$ cat config.mk
export PLATFORM = sky130hd
export DESIGN_NAME = noc_tx_arbiter_flat
export DESIGN_NICKNAME = d
export VERILOG_FILES = /design/src/rtl/noc_tx_arbiter_if.sv /design/src/rtl/noc_tx_arbiter.sv /design/src/flat_wrapper.sv
export SDC_FILE = /design/constraint.sdc
export NUM_CORES = 1
export LEC_CHECK = 0
export CAP_MARGIN = 25
export CORE_AREA = 4 4 204 206
export DETAILED_ROUTE_END_ITERATION = 8
export DIE_AREA = 0 0 208 210
export PLACE_DENSITY = 0.45
export SLEW_MARGIN = 20
export SYNTH_ARGS = -nofsm -noshare
export SYNTH_HDL_FRONTEND = slang
export SYNTH_SLANG_ARGS = --single-unit
$ cat constraint.sdc
create_clock -name nocclk -period 5.8 [get_ports nocclk]
set_input_delay 1.45 -clock nocclk [delete_from_list [all_inputs] [get_ports nocclk]]
set_output_delay 1.45 -clock nocclk [all_outputs]
set_load 0.01 [all_outputs]
$ cat src/rtl/noc_tx_arbiter_if.sv
// noc_tx_arbiter_if: flit handshake bundle between the three TX queues, the arbiter and the interdevice controller
interface noc_tx_arbiter_if #(parameter int FLIT_W = 128);
  logic [FLIT_W-1:0] ack_flit;
  logic              ack_flit_valid;
  logic              ack_flit_ready;
  logic [FLIT_W-1:0] wack_flit;
  logic              wack_flit_valid;
  logic              wack_flit_last;
  logic              wack_flit_ready;
  logic [FLIT_W-1:0] fwd_flit;
  logic              fwd_flit_valid;
  logic              fwd_flit_last;
  logic              fwd_flit_ready;
  logic [FLIT_W-1:0] flit_out;
  logic              flit_out_valid;
  logic              flit_out_ready;
  modport slave (
    input  ack_flit, ack_flit_valid, wack_flit, wack_flit_valid, wack_flit_last,
    input  fwd_flit, fwd_flit_valid, fwd_flit_last, flit_out_ready,
    output ack_flit_ready, wack_flit_ready, fwd_flit_ready, flit_out, flit_out_valid
  );
  modport master (
    output ack_flit, ack_flit_valid, wack_flit, wack_flit_valid, wack_flit_last,
    output fwd_flit, fwd_flit_valid, fwd_flit_last, flit_out_ready,
    input  ack_flit_ready, wack_flit_ready, fwd_flit_ready, flit_out, flit_out_valid
  );
endinterface

$ cat src/rtl/noc_tx_arbiter.sv
// noc_tx_arbiter: packet-locked arbiter sharing the TX channel among ack, retransmit and forward queues
module noc_tx_arbiter #(
  parameter int FLIT_W       = 128,
  parameter int STARVE_LIMIT = 16,
  parameter int CNT_W        = 5
) (
  input  logic       nocclk,
  input  logic       rst_n,
  noc_tx_arbiter_if.slave bus,
  output logic [1:0] grant_owner,
  output logic       locked
);
  typedef enum logic [1:0] {IDLE, LK_WACK, LK_FWD} state_t;
  localparam logic [1:0] SRC_NONE = 2'd0, SRC_ACK = 2'd1, SRC_WACK = 2'd2, SRC_FWD = 2'd3;
  localparam logic [CNT_W-1:0] LIMIT = CNT_W'(STARVE_LIMIT);
  state_t            state_q;
  logic              rr_fwd_q;
  logic [CNT_W-1:0]  wcnt_q, fcnt_q;
  logic [FLIT_W-1:0] out_q;
  logic              out_v_q, locked_q;
  logic [1:0]        owner_q;
  logic              slot_free, w_starve, f_starve, sel_last, wq;
  logic [1:0]        idle_sel, sel;
  logic [FLIT_W-1:0] sel_flit;
  // Starved requesters win first, then ack, then the round-robin pick between wack and fwd.
  assign slot_free = !out_v_q || bus.flit_out_ready;
  assign w_starve  = bus.wack_flit_valid && wcnt_q == LIMIT;
  assign f_starve  = bus.fwd_flit_valid && fcnt_q == LIMIT;
  assign idle_sel  = w_starve ? SRC_WACK : f_starve ? SRC_FWD : bus.ack_flit_valid ? SRC_ACK :
                     (bus.wack_flit_valid && (!rr_fwd_q || !bus.fwd_flit_valid)) ? SRC_WACK :
                     bus.fwd_flit_valid ? SRC_FWD : SRC_NONE;
  assign sel       = !slot_free ? SRC_NONE : state_q == IDLE ? idle_sel :
                     state_q == LK_WACK ? (bus.wack_flit_valid ? SRC_WACK : SRC_NONE) :
                     (bus.fwd_flit_valid ? SRC_FWD : SRC_NONE);
  assign wq        = sel == SRC_WACK || sel == SRC_FWD;
  assign sel_last  = sel == SRC_WACK ? bus.wack_flit_last : bus.fwd_flit_last;
  assign sel_flit  = sel == SRC_ACK ? bus.ack_flit : sel == SRC_WACK ? bus.wack_flit : bus.fwd_flit;
  assign bus.ack_flit_ready  = sel == SRC_ACK;
  assign bus.wack_flit_ready = sel == SRC_WACK;
  assign bus.fwd_flit_ready  = sel == SRC_FWD;
  assign bus.flit_out        = out_q;
  assign bus.flit_out_valid  = out_v_q;
  assign grant_owner         = owner_q;
  assign locked              = locked_q;
  // Output stage, packet lock FSM, round-robin pointer and starvation counters.
  always_ff @(posedge nocclk or negedge rst_n) begin
    if (!rst_n) begin
      state_q  <= IDLE;
      rr_fwd_q <= 1'b0;
      wcnt_q   <= '0;
      fcnt_q   <= '0;
      out_q    <= '0;
      out_v_q  <= 1'b0;
      owner_q  <= SRC_NONE;
      locked_q <= 1'b0;
    end else begin
      if (sel != SRC_NONE) begin
        out_q   <= sel_flit;
        out_v_q <= 1'b1;
        owner_q <= sel;
      end else if (bus.flit_out_ready) begin
        out_v_q <= 1'b0;
      end
      if (wq && sel_last) begin
        state_q  <= IDLE;
        locked_q <= 1'b0;
        rr_fwd_q <= sel == SRC_WACK;
      end else if (wq && state_q == IDLE) begin
        state_q  <= sel == SRC_WACK ? LK_WACK : LK_FWD;
        locked_q <= 1'b1;
      end
      wcnt_q <= sel == SRC_WACK ? '0 : (bus.wack_flit_valid && wcnt_q != LIMIT) ? wcnt_q + CNT_W'(1) : wcnt_q;
      fcnt_q <= sel == SRC_FWD ? '0 : (bus.fwd_flit_valid && fcnt_q != LIMIT) ? fcnt_q + CNT_W'(1) : fcnt_q;
    end
  end
endmodule
$ cat src/flat_wrapper.sv
// flat-port wrapper written by rule: the top's interface ports become plain ports
module noc_tx_arbiter_flat 
#(
  parameter int FLIT_W       = 128,
  parameter int STARVE_LIMIT = 16,
  parameter int CNT_W        = 5
)
  (nocclk, rst_n, grant_owner, locked, bus_ack_flit, bus_ack_flit_valid, bus_wack_flit, bus_wack_flit_valid, bus_wack_flit_last, bus_fwd_flit, bus_fwd_flit_valid, bus_fwd_flit_last, bus_flit_out_ready, bus_ack_flit_ready, bus_wack_flit_ready, bus_fwd_flit_ready, bus_flit_out, bus_flit_out_valid);
  noc_tx_arbiter_if #(.FLIT_W(FLIT_W)) bus_i ();
  input  logic nocclk;
  input  logic rst_n;
  output logic [1:0] grant_owner;
  output logic locked;
  input wire logic [$bits(bus_i.ack_flit)-1:0] bus_ack_flit;
  input wire logic [$bits(bus_i.ack_flit_valid)-1:0] bus_ack_flit_valid;
  input wire logic [$bits(bus_i.wack_flit)-1:0] bus_wack_flit;
  input wire logic [$bits(bus_i.wack_flit_valid)-1:0] bus_wack_flit_valid;
  input wire logic [$bits(bus_i.wack_flit_last)-1:0] bus_wack_flit_last;
  input wire logic [$bits(bus_i.fwd_flit)-1:0] bus_fwd_flit;
  input wire logic [$bits(bus_i.fwd_flit_valid)-1:0] bus_fwd_flit_valid;
  input wire logic [$bits(bus_i.fwd_flit_last)-1:0] bus_fwd_flit_last;
  input wire logic [$bits(bus_i.flit_out_ready)-1:0] bus_flit_out_ready;
  output wire logic [$bits(bus_i.ack_flit_ready)-1:0] bus_ack_flit_ready;
  output wire logic [$bits(bus_i.wack_flit_ready)-1:0] bus_wack_flit_ready;
  output wire logic [$bits(bus_i.fwd_flit_ready)-1:0] bus_fwd_flit_ready;
  output wire logic [$bits(bus_i.flit_out)-1:0] bus_flit_out;
  output wire logic [$bits(bus_i.flit_out_valid)-1:0] bus_flit_out_valid;
  assign bus_i.ack_flit = bus_ack_flit;
  assign bus_i.ack_flit_valid = bus_ack_flit_valid;
  assign bus_i.wack_flit = bus_wack_flit;
  assign bus_i.wack_flit_valid = bus_wack_flit_valid;
  assign bus_i.wack_flit_last = bus_wack_flit_last;
  assign bus_i.fwd_flit = bus_fwd_flit;
  assign bus_i.fwd_flit_valid = bus_fwd_flit_valid;
  assign bus_i.fwd_flit_last = bus_fwd_flit_last;
  assign bus_i.flit_out_ready = bus_flit_out_ready;
  assign bus_ack_flit_ready = bus_i.ack_flit_ready;
  assign bus_wack_flit_ready = bus_i.wack_flit_ready;
  assign bus_fwd_flit_ready = bus_i.fwd_flit_ready;
  assign bus_flit_out = bus_i.flit_out;
  assign bus_flit_out_valid = bus_i.flit_out_valid;
  noc_tx_arbiter #(.FLIT_W(FLIT_W), .STARVE_LIMIT(STARVE_LIMIT), .CNT_W(CNT_W)) u_core (.nocclk(nocclk), .rst_n(rst_n), .bus(bus_i), .grant_owner(grant_owner), .locked(locked));
endmodule
[Word-level counts from Yosys, hierarchy flattened]
Cells that the tools add are included.
Word-level totals
  bits in registers: 145
  input port bits: 392
  logic and storage cells: 60
Cells by class
  $add $sub $neg: 2
  equal/unequal tests: 8
  mux-type cells: 23
  reductions and logical operators: 19
Operators with widths (count)
  128-bit 2-to-1 mux: 2
  2-bit 2-to-1 mux: 12
  5-bit 2-to-1 mux: 4
  5-bit by 1-bit adder with 5-bit output (second input constant): 2
  5-bit == test (second input constant): 2
  5-bit inequality test (second input constant): 2
  2-bit nonzero test: 5
  1-bit logical AND: 7
  1-bit 2-to-1 mux: 5
  2-bit by 1-bit == test with 1-bit output (second input constant): 2
  2-bit == test (second input constant): 2
  1-bit logical NOT: 3
  1-bit logical OR: 3
  2-bit logical NOT: 1

[Depth between registers and ports, before layout]
  depth after elaboration: 14
  gate-level depth with buffers: 10
  mapped depth without buffers: 8

[Worst setup path after synthesis]
OpenSTA, ideal clock, no wires.
  path kind: input-to-output
  start point: input bus_fwd_flit_valid
  end point: output bus_wack_flit_ready
  arrival time: 2.792 ns
  required time: 4.350 ns
  setup slack: 1.558 ns
  stages: 8
  path buffers: 3
  path through: buf_2 inv_1 a22o_1 a211oi_4 nand3_1 buf_2 buf_2 inv_2
Between the ends
  cells in the longest elaborated chain, start to end: 10
Ends and longest elaborated chain
  start: declaration: RTL line flat_wrapper.sv:20  | input wire logic [$bits(bus_i.fwd_flit_valid)-1:0] bus_fwd_flit_valid;
  1-bit logical NOT: RTL line noc_tx_arbiter.sv:30  | (bus.wack_flit_valid && (!rr_fwd_q || !bus.fwd_flit_valid)) ? SRC_WACK :
  1-bit logical OR: RTL line noc_tx_arbiter.sv:30
  1-bit logical AND: RTL line noc_tx_arbiter.sv:30
  2-bit 2-to-1 mux: RTL line noc_tx_arbiter.sv:30
  2-bit 2-to-1 mux (3 in series): RTL line noc_tx_arbiter.sv:29  | assign idle_sel = w_starve ? SRC_WACK : f_starve ? SRC_FWD : bus.ack_flit_valid ? SRC_ACK :
  2-bit 2-to-1 mux (*) (2 in series): RTL line noc_tx_arbiter.sv:32  | assign sel = !slot_free ? SRC_NONE : state_q == IDLE ? idle_sel :
  2-bit == test (*): RTL line noc_tx_arbiter.sv:39  | assign bus.wack_flit_ready = sel == SRC_WACK;
  end: declaration: RTL line flat_wrapper.sv:24  | output wire logic [$bits(bus_i.wack_flit_ready)-1:0] bus_wack_flit_ready;
Mark *: on every way between the ends. The rest lies on a longest branch, timed or not.

[Final worst setup path]
Same ends and word-level chain as after synthesis.

==> run summary <==
Setup TNS: 0 ns
Layout cells sized above 1: 3.90%
Global placement routability congestion: 0.831
Avg Inst Size Synth: 8.80 sq um
Final worst path period need: 5.23 ns
R2R Path End: u_core.bus.flit_out[64]$_DFFE_PN0P_
Die width: 208 microns
Synth Flop Type: dfrtp_1
FF/Latch Area: 3630 sq um
Most common cell after layout, fill and taps aside: clkdlybuf4s50_1
Post-synth top area cell: dfrtp_1
Library cells used by synthesis: 40
Slew Limit Fails: 0
Synth top area share: 50.8%
Initial DRC count: 503
Crit-path cells: clkdlybuf4s50_1 -> inv_1 -> a22o_1 -> a211oi_4 -> nand3_4 -> inv_2 -> clkdlybuf4s50_1
Sequential share of the synthesized area: 50.8%
First-pass GRT wire length: 57800 microns
Placed inst area: 12900 sq um
P_leak: 5.17 nW
First-pass DRT Iterations: 5
Hold path depth: 1
Max Cap Violations: 0
Worst setup margin: 0.573 ns
CTS Buffer Depth: 2
Initial antenna violation count: 4
Drt total wl: 39100 microns
I/O pin count: 527
Largest net degree at the start of global routing: 96
Vias in the first global route: 8590
Routed vias/inst: 4.55
Flop-to-flop setup slack: 2.14 ns
Cts hold-fix bufs: 0
Row count: 73
Startpoint types: input pin
WS Path Type: in2out
Gr ovfl total: 0
Unrepaired setup endpoints after global routing: no
Slowest-stage cell, CP: clkdlybuf4s50_1
WP data arrival: 3.78 ns
Area grow syn2layout: 88.1%
Tightest Hold Check Type: reg2reg
CP Max Fanout: 10
Final Hold Violating Endpoints: 0
Worst-path clk slew: 0.07 ns
Hold path startpoint: u_core.locked$_DFFE_PN0P_
Multi-input gate area: 3170 sq um
F_max: 191 MHz
Async SR Flop Fraction: 100%
Die area: 43700 sq um
Largest cells by area after synthesis: dfrtp_1 (51%), nand2_1 (14%), a31oi_1 (11%)
Avg WL per Cell: 21.3 microns
Clk root buf: clkbuf_16
Critical Path RT: 4.35 ns
CTS tree: done
CP Capture Type: output pin
Number of H-tree levels: 4
YS warnings: 0
Most frequent cells in the layout: clkdlybuf4s50_1 (525), nand2_1 (266), dfrtp_1 (145), o22ai_1 (127), a31oi_1 (127)
Final instance area: 13400 sq um
Post-Syn Instances: 811
Worst reg2reg path depth: 10
Final ANT Viol Nets: 0
Most used cell, CP: clkdlybuf4s50_1
Final core utilization: 33.9%
DPL Wire Length: 27400 microns
Period utilization: 90.1%
Setup violations, final: 0
Post-synth EDFFs: 0
Power density over the cells: 501 nW/um^2
Worst Hold Path EP: u_core.locked$_DFFE_PN0P_
WHS: 0.498 ns
Tot GR Track Use: 17.2%
Critical R2R Launch: u_core.wcnt_q[0]$_DFFE_PN0P_
CTS sink count: 145
Maximum VDD drop: 362 uV
Synth Register Bits: 145
Worst path max stage delay: 0.72 ns
Fin nets: 1693
Worst-Margin Slew: 0.983 ns
Chip Height: 210 microns
Skew-Pair Late Insertion Delay: 0.43 ns
Post-Route Skew: 0.00970 ns
Core area: 39600 sq um
IO Port Bufs: 526
Post-route DRC: 0
Post-place setup slack: 0.568 ns
Post-CTS Setup Repair Bufs: 0
Num CTS Buffers: 17
Via count: 8337
Status: completed
Initial Util: 18.0%
Syn Nets: 1207
Post-cts repair resize count: 0
Rel. slew slack: 34.5%
Fill count: 4175
Mapped cell area: 7140 sq um
power breakdown:
group | switching, mW | total (mW) | internal, mW
combinational | 2.04 | 3.78 | 1.74
clock | 0.469 | 1.12 | 0.650
sequential | 0.298 | 1.83 | 1.53
total | 2.81 | 6.72 | 3.92
layout make-up:
class	count	area share, %
Timing Repair Buffer	538	40.2
Inverter	6	0.168
Clock buffer	24	3.51
Tap cell	525	4.89
Sequential cell	145	27.0
Antenna cell	1	0.0186
Clock inverter	6	0.615
Multi-Input combinational cell	589	23.6
how the worst max path moves through the flow:
stage	from	end
global placement	bus_fwd_flit_valid	bus_wack_flit_ready
global route	bus_fwd_flit_valid	bus_wack_flit_ready
detailed placement	bus_fwd_flit_valid	bus_wack_flit_ready
CTS	bus_fwd_flit_valid	bus_wack_flit_ready
finish	bus_fwd_flit_valid	bus_wack_flit_ready
floorplan	bus_fwd_flit_valid	bus_wack_flit_ready
Yosys cell counts (2+ instances only):
master,n
a21o_1,3
clkbuf_1,27
a31oi_1,127
nand3_1,3
inv_1,5
o22ai_1,127
nor3_1,2
ha_1,4
nand2_1,266
a211oi_4,2
xor2_1,6
o21ai_0,4
nand4_1,4
buf_4,14
xnor2_1,2
nand2b_1,3
nor2_1,10
buf_2,29
dfrtp_1,145
a21oi_1,7
mux2i_1,2
registers in the layout (all words and copies together), names as in the netlist:
register and flops:
u_core.wcnt_q 5, u_core.state_q 2, u_core.bus.flit_out 128, u_core.bus.flit_out_valid 1
u_core.rr_fwd_q 1, u_core.fcnt_q 5, u_core.grant_owner 2, u_core.locked 1
metal layers:
metal,up-vias,part of all wire [%],global-route usage (%)
met4,6,1.7,4.78
li1,3925,-,-
met5,-,0.087,0
met3,37,6.8,4.93
met1,4031,42,21.6
met2,338,49,29.1
cells by family after synthesis:
kind of cell	synth area share, %
buffers and inverters	5.29
multiplexers	0.281
flip-flops	50.8
XOR/XNOR	0.982
adder cells (fa/ha/maj)	0.701
AO/OA/AOI/OAI	25.6
AND/OR/NAND/NOR	16.3
through the flow:
stage	power [mW]	std cells
after floorplan	3.74	811
after global placement	5.67	1803
after detailed placement	5.69	1803
after CTS	6.85	1833
after global routing	7.21	1834
final	6.72	1834
critical path, delay by kind of cell:
family          cells  cell delay [ns]
simple gates        1             0.12
buf+inv             4             1.56
compound gates      2             0.66
Power figures use the tool's default switching activity.
